## config.mk

```make
export PLATFORM = sky130hd
export DESIGN_NAME = divider_n
export DESIGN_NICKNAME = d
export VERILOG_FILES = /design/src/rtl/divider_pkg.sv /design/src/rtl/subtractor_n.sv /design/src/rtl/divider_n.sv
export SDC_FILE = /design/constraint.sdc
export NUM_CORES = 1
export LEC_CHECK = 0
export CAP_MARGIN = 20
export CORE_MARGIN = 1.5
export CORE_UTILIZATION = 45
export CTS_BUF_LIST = sky130_fd_sc_hd__clkbuf_2 sky130_fd_sc_hd__clkbuf_4 sky130_fd_sc_hd__clkbuf_8
export DETAILED_ROUTE_END_ITERATION = 8
export GPL_TIMING_DRIVEN = 0
export PLACE_DENSITY_LB_ADDON = 0.08
export SYNTH_ARGS = -nofsm -noshare
export SYNTH_HDL_FRONTEND = slang
export SYNTH_SLANG_ARGS = --single-unit
```

## constraint.sdc

```tcl
create_clock -name clk_i -period 3.7 [get_ports clk_i]
set_input_delay 0.74 -clock clk_i [delete_from_list [all_inputs] [get_ports clk_i]]
set_output_delay 0.74 -clock clk_i [all_outputs]
set_load 0.005 [all_outputs]
```

## src/rtl/divider_pkg.sv

```systemverilog
// rtl/divider_pkg.sv - shared types and constants for the restoring divider
package divider_pkg;

  typedef enum logic [1:0] {
    IDLE = 2'd0,
    RUN  = 2'd1,
    DONE = 2'd2
  } div_state_t;

  localparam int NB_BIT_DEFAULT = 8;

  // Iteration counter width; a 1-bit counter still holds nb_bit-1 for nb_bit <= 2.
  function automatic int cnt_width(input int n);
    return (n <= 2) ? 1 : $clog2(n);
  endfunction

endpackage

```

## src/rtl/subtractor_n.sv

```systemverilog
// rtl/subtractor_n.sv - unsigned a - b with borrow out
module subtractor_n #(
  parameter int nb_bit = 9
) (
  input  logic [nb_bit-1:0] a_i,
  input  logic [nb_bit-1:0] b_i,
  output logic [nb_bit-1:0] diff_o,
  output logic              borrow_o
);

  logic [nb_bit:0] full;

  assign full     = {1'b0, a_i} - {1'b0, b_i};
  assign diff_o   = full[nb_bit-1:0];
  assign borrow_o = full[nb_bit];

endmodule

```

## src/rtl/divider_n.sv

```systemverilog
// rtl/divider_n.sv - sequential restoring unsigned divider, one quotient bit per clock
module divider_n
  import divider_pkg::*;
#(
  parameter int nb_bit = NB_BIT_DEFAULT
) (
  input  logic              clk_i,
  input  logic              rst_n_i,
  input  logic              start_i,
  input  logic [nb_bit-1:0] dividend_i,
  input  logic [nb_bit-1:0] divisor_i,
  output logic              busy_o,
  output logic              done_o,
  output logic [nb_bit-1:0] quotient_o,
  output logic [nb_bit-1:0] remainder_o,
  output logic              div_by_zero_o
);

  localparam int CW = cnt_width(nb_bit);

  div_state_t        state_q;
  logic [nb_bit:0]   r_q;
  logic [nb_bit:0]   d_q;
  logic [nb_bit-1:0] q_q;
  logic [CW-1:0]     cnt_q;

  logic [nb_bit:0]   t;
  logic [nb_bit:0]   diff;
  logic              borrow;
  logic [nb_bit:0]   r_next;
  logic [nb_bit-1:0] q_next;

  // Trial value: partial remainder shifted left with the next dividend bit.
  assign t = {r_q[nb_bit-1:0], q_q[nb_bit-1]};

  subtractor_n #(
    .nb_bit(nb_bit + 1)
  ) u_sub (
    .a_i     (t),
    .b_i     (d_q),
    .diff_o  (diff),
    .borrow_o(borrow)
  );

  assign r_next = borrow ? t : diff;

  if (nb_bit == 1) begin : g_q_one
    assign q_next = ~borrow;
  end else begin : g_q_many
    assign q_next = {q_q[nb_bit-2:0], ~borrow};
  end

  assign busy_o = (state_q == RUN);
  assign done_o = (state_q == DONE);

  always_ff @(posedge clk_i) begin
    if (!rst_n_i) begin
      state_q       <= IDLE;
      r_q           <= '0;
      d_q           <= '0;
      q_q           <= '0;
      cnt_q         <= '0;
      quotient_o    <= '0;
      remainder_o   <= '0;
      div_by_zero_o <= 1'b0;
    end else begin
      case (state_q)
        IDLE: begin
          if (start_i) begin
            if (divisor_i != '0) begin
              r_q     <= '0;
              q_q     <= dividend_i;
              d_q     <= {1'b0, divisor_i};
              cnt_q   <= CW'(nb_bit - 1);
              state_q <= RUN;
            end else begin
              quotient_o    <= '1;
              remainder_o   <= dividend_i;
              div_by_zero_o <= 1'b1;
              state_q       <= DONE;
            end
          end
        end
        RUN: begin
          r_q   <= r_next;
          q_q   <= q_next;
          cnt_q <= cnt_q - CW'(1);
          if (cnt_q == '0) begin
            quotient_o    <= q_next;
            remainder_o   <= r_next[nb_bit-1:0];
            div_by_zero_o <= 1'b0;
            state_q       <= DONE;
          end
        end
        DONE: begin
          state_q <= IDLE;
        end
        default: begin
          state_q <= IDLE;
        end
      endcase
    end
  end

endmodule
```

# After elaboration in Yosys (flattened, before gate mapping)
# Cells that the tools add are included.
op_classes:
  n_addsub: 2
  bitwise_logic: 1
  n_mux: 26
  n_eq_ne: 6
  n_reduce_logical: 8
op_table:
  columns: ["operator", "count"]
  rows:
  - ["2-to-1 mux 8 bit", 11]
  - ["one-hot mux 8 bit (2 select lines)", 4]
  - ["subtractor 9 x 8 -> 10 bit", 1]
  - ["nonzero test 8 bit", 1]
  - ["2-to-1 mux 2 bit", 3]
  - ["2-to-1 mux 3 bit", 2]
  - ["inequality test 2 bit (second input constant)", 3]
  - ["one-hot mux 3 bit (2 select lines)", 1]
  - ["AND reduction 3 bit", 2]
  - ["one-hot mux 2 bit (2 select lines)", 1]
  - ["AND reduction 4 bit", 1]
  - ["zero test 3 bit", 1]
  - ["2-to-1 mux 1 bit", 3]
  - ["subtractor 3 x 1 -> 3 bit (second input constant)", 1]
  - ["equality test 2 x 1 -> 1 bit (second input constant)", 1]
  - ["equality test 2 bit (second input constant)", 1]
  - ["zero test 2 bit", 1]
  - ["inequality test 2 x 1 -> 1 bit (second input constant)", 1]
  - ["one-hot mux 1 bit (2 select lines)", 1]
  - ["AND reduction 2 bit", 1]
  - ["nonzero test 2 bit", 1]
  - ["inverter 1 bit", 1]
word_totals:
  inputBits: 19
  reg_bits: 46
  wordCells: 51

# Depth between registers and ports, before layout
# Gate-level depths: netlist (run 1).
depth:
  word_depth: 4
  mapped_depth: 9
  depth_no_buf: 9

# By module
# From an unflattened synthesis (run 1), not the netlist that was laid out.
hier_totals:
  cells_unflattened: 265
  hier_area_um2: 2361.0
by_module_without_submodules:
  columns: ["mod", "cells_each", "area_each_um2", "n_inst"]
  rows:
  - ["divider_n", 215, 1991.9, 1]
  - ["subtractor_n", 50, 369.1, 1]

# Least setup slack after synthesis (run 1)
# OpenSTA, ideal clock, no wires.
synth_path:
  path_kind: "reg-to-reg"
  start: "reg d_q[6]"
  end: "reg remainder_o[0]"
  arrival_ns: 2.166
  synth_period_minus_slack_ns: 2.269
  t_required_ns: 3.597
  stages_incl_launch_ff: 9
  setup_slack_ns: 1.431
  n_path_buf: 0
  cell_sequence: "dfxtp_1 > inv_1 > ha_1 > a21o_1 > a211o_1 > a41oi_2 > nand2_2 > mux2_4 > a2111oi_2"
synth_between:
  elab_chain_len: 4
synth_lines:
  columns: ["element", "line_no", "rtl"]
  rows:
  - ["from (decl)", "divider_n.sv:23", "logic [nb_bit:0] d_q;"]
  - ["from (signal assigned)", "divider_n.sv:73", "d_q <= {1'b0, divisor_i};"]
  - ["subtractor 9 x 8 -> 10 bit", "subtractor_n.sv:13", "assign full = {1'b0, a_i} - {1'b0, b_i};"]
  - ["2-to-1 mux 8 bit", "divider_n.sv:45", "assign r_next = borrow ? t : diff;"]
  - ["2-to-1 mux 8 bit", "divider_n.sv:88", "if (cnt_q == '0) begin"]
  - ["one-hot mux 8 bit (2 select lines)", "divider_n.sv:67", "case (state_q)"]
  - ["to (signal assigned)", "divider_n.sv:78", "remainder_o <= dividend_i;"]
  - ["to (signal assigned)", "divider_n.sv:90", "remainder_o <= r_next[nb_bit-1:0];"]
  - ["to (decl)", "divider_n.sv:15", "output logic [nb_bit-1:0] remainder_o,"]
# No other way between the ends. The select of a mux whose other input is x is not followed.
# A chain may end at the register's enable or synchronous reset.

# Worst setup path after layout (run 1)
layout_path:
  start: "reg state_q[1]"
  end: "out busy_o"
layout_between:
  elab_chain_len: 1
layout_lines:
  columns: ["element", "line_no", "rtl"]
  rows:
  - ["from (decl)", "divider_n.sv:21", "div_state_t state_q;"]
  - ["from (signal assigned)", "divider_n.sv:58", "state_q <= IDLE;"]
  - ["from (signal assigned)", "divider_n.sv:75", "state_q <= RUN;"]
  - ["from (signal assigned)", "divider_n.sv:80", "state_q <= DONE;"]
  - ["equality test 2 x 1 -> 1 bit", "divider_n.sv:53", "assign busy_o = (state_q == RUN);"]
  - ["to (decl)", "divider_n.sv:12", "output logic busy_o,"]
# No other way between the ends.

==> results of run 1 <==
-- final cells by class --
| class | count | area [um^2] | area share, % |
|---|---|---|---|
| Multi-Input combinational cell | 183 | 1190 | 42.8 |
| Sequential cell | 46 | 921 | 33.0 |
| Timing Repair Buffer | 37 | 370 | 13.3 |
| Tap cell | 67 | 83.8 | 3.01 |
| Clock buffer | 5 | 68.8 | 2.47 |
| Inverter | 16 | 60.1 | 2.15 |
| Buffer | 12 | 46.3 | 1.66 |
| Clock inverter | 3 | 43.8 | 1.57 |
-- metal layers --
| metal | global-route usage, % | routed length, um | vias to the layer above |
|---|---|---|---|
| li1 | - | - | 1021 |
| met1 | 31.6 | 2750 | 919 |
| met2 | 33.2 | 2340 | 55 |
| met3 | 4.39 | 327 | 6 |
| met4 | 6.92 | 70 | 0 |
| met5 | 0 | 0 | - |
-- report_power, final --
part	internal (mW)	switching (mW)
clock network	0.203	0.180
registers	0.536	0.0262
logic	0.168	0.200
total	0.906	0.405
-- final timing paths --
check                                        startpoint                           to  slack (ns)  cells after the start
worst max-delay path            state_q[1]$_SDFFE_PN0P_                       busy_o        0.45                      5
worst min-delay path                r_q[7]$_SDFFE_PN0P_          r_q[7]$_SDFFE_PN0P_        0.47                      2
worst max register to register      d_q[6]$_SDFFE_PN0P_  remainder_o[1]$_SDFFE_PN0P_        1.21                      8
worst min register to register      r_q[7]$_SDFFE_PN0P_          r_q[7]$_SDFFE_PN0P_        0.47                      2
-- registers in the layout, indices dropped and copies added, names as in the netlist --
| signal | cells |
|---|---|
| remainder_o | 8 |
| quotient_o | 8 |
| d_q | 8 |
| q_q | 8 |
| r_q | 8 |
| cnt_q | 3 |
| div_by_zero_o | 1 |
| state_q | 2 |
-- cells in the final DEF, fill, tap and decap left out, types with 3 or more instances in the layout --
cell type,n
dfxtp_1,46
nor2b_1,3
nand2_1,17
a221oi_1,3
a211o_1,3
clkbuf_1,10
and2_1,5
a21boi_0,3
nor2_1,50
nand2b_1,4
a31oi_1,6
a21oi_1,8
nand3_1,5
mux2i_1,9
o21bai_1,3
a211oi_1,8
o21a_1,4
a222oi_1,7
clkbuf_8,5
ha_1,10
clkdlybuf4s50_1,37
o21ai_0,9
inv_1,15
-- critical path, stage by stage (launching register included) --
cell and delay [ns]:
dfxtp_1 0.36, nand2b_1 0.25, inv_1 0.11, clkbuf_1 0.37, buf_1 0.51, clkdlybuf4s50_1 0.61
-- cell families after synthesis --
kind of cell	Yosys count	share of synthesized area (%)
AO/OA/AOI/OAI	68	23.4
adder cells (fa/ha/maj)	11	6.53
buffers and inverters	28	4.79
flip-flops	46	41.4
multiplexers	11	5.41
AND/OR/NAND/NOR	93	18.4
-- stage by stage --
step | setup slack [ns] | cells | utilization [%]
final | 0.449 | 369 | 58.7
after global routing | 0.298 | 369 | 58.7
after CTS | 0.448 | 369 | 58.7
after detailed placement | 0.488 | 361 | 56.3
after global placement | 0.499 | 361 | 56.3
after floorplan | 1.43 | 257 | -
==> flow_summary.toml, run 1 <==
[outcome]
status = "completed"

[pwr]
ir_worst_vdd_mv = 0.300
finalPower_mw = 1.31
pwr_density_cell_mw_per_mm2 = 470
p_leak_nw = 1.07

[worst_hold_path]
min_path_type = "reg2reg"

[floorplan]
io_pins = 38
die_w_um = 73.3
fp.dieH_um = 73.3
core-area_mm2 = 0.00475
initial_core_util_pct = 46.7
dieArea_mm2 = 0.00537
rows = 25

[cts]
cts_tree = "done"
holdBufCountCts = 0
htreeDepth = 2
clk_path_buf_depth = 2
clkTransAtPathRegs_ns = 0.09
cts_resized = 0
cts_setup_buffers = 0
numCtsBuffers = 5
clock-root-buffer = "clkbuf_8"
cts.sinks = 46
clock_latency_ns = 0.31

[yosys]
synth_top_area_share_pct = 41.4
synth_most_common_cell = "nor2_1"
syn_nets = 287
ys_seq_area_share_pct = 41.4
synthTopCellsByArea = "dfxtp_1, nor2_1, ha_1, mux2i_1, a222oi_1"
synth_seq_cells = 46
async_flop_share_pct = 0
synthTopCellsByCount = "nor2_1, dfxtp_1, nand2_1"
yosysTopAreaCell = "dfxtp_1"
syn_area_mm2 = 0.00222
synth_warnings = 0
ys_types = 44
synth-main-ff-cell = "dfxtp_1"
synth_area_per_cell_um2 = 8.65
synth_edf_count = 0
synthCells = 257

[setup_path]
startpoint_type = "register"
critPathArrivalTime_ns = 2.51
critPathKind = "reg2out"
cp.required_ns = 2.96
end_kind = "primary output"
worstPathMaxFanout = 10

[grt]
overflow = 0
grtUsageTotal_pct = 22.0
first_global_vias = 1825
grt_first_pass_wirelength_mm = 8.87
grt_max_degree = 16
antenna_found_initial = 0

[sta]
hold_ws_ns = 0.466
final.period_utilization_pct = 87.9
finalWorstPathRequiredPeriod_ns = 3.25
tightest_slew_ns = 0.765
setup_tns_ns = 0
rsz0062_at_grt = "no"
setup_viol = 0
skew_ns = 0.00932
drv_slew = 0
max_slew_margin_pct = 49.0
finalHoldViolCount = 0
fmax_ghz = 0.308

[cells_and_area]
syn_to_final_growth_pct = 25.5
layout.nets = 331
num_antenna_cells = 0
final_area_mm2 = 0.00279
fillers = 458
drive_gt1_share_pct = 5.96

[route]
route.detailed.wl_per_inst_um = 14.9
via_count = 2001
ant_nets = 0
drt-total-wl_mm = 5.49
vias_per_cell = 5.42
drt_first_pass_iters = 4
post-route-drc-count = 0
drtIter0Drc = 143

[placed_design]
dpl.hpwl_mm = 4.07
portBuffers = 37
postPlaceCellArea_mm2 = 0.00268
gp_congestion = 0.813

[flow_run]
cap_violations = 0
Power figures use the tool's default switching activity.
==> inputs of run 2 (changes only) <==
Settings changed: SKIP_CTS_REPAIR_TIMING set to 1.
==> results of run 2 <==
The final DEF is identical to that of run 1; final timing and power are the same.
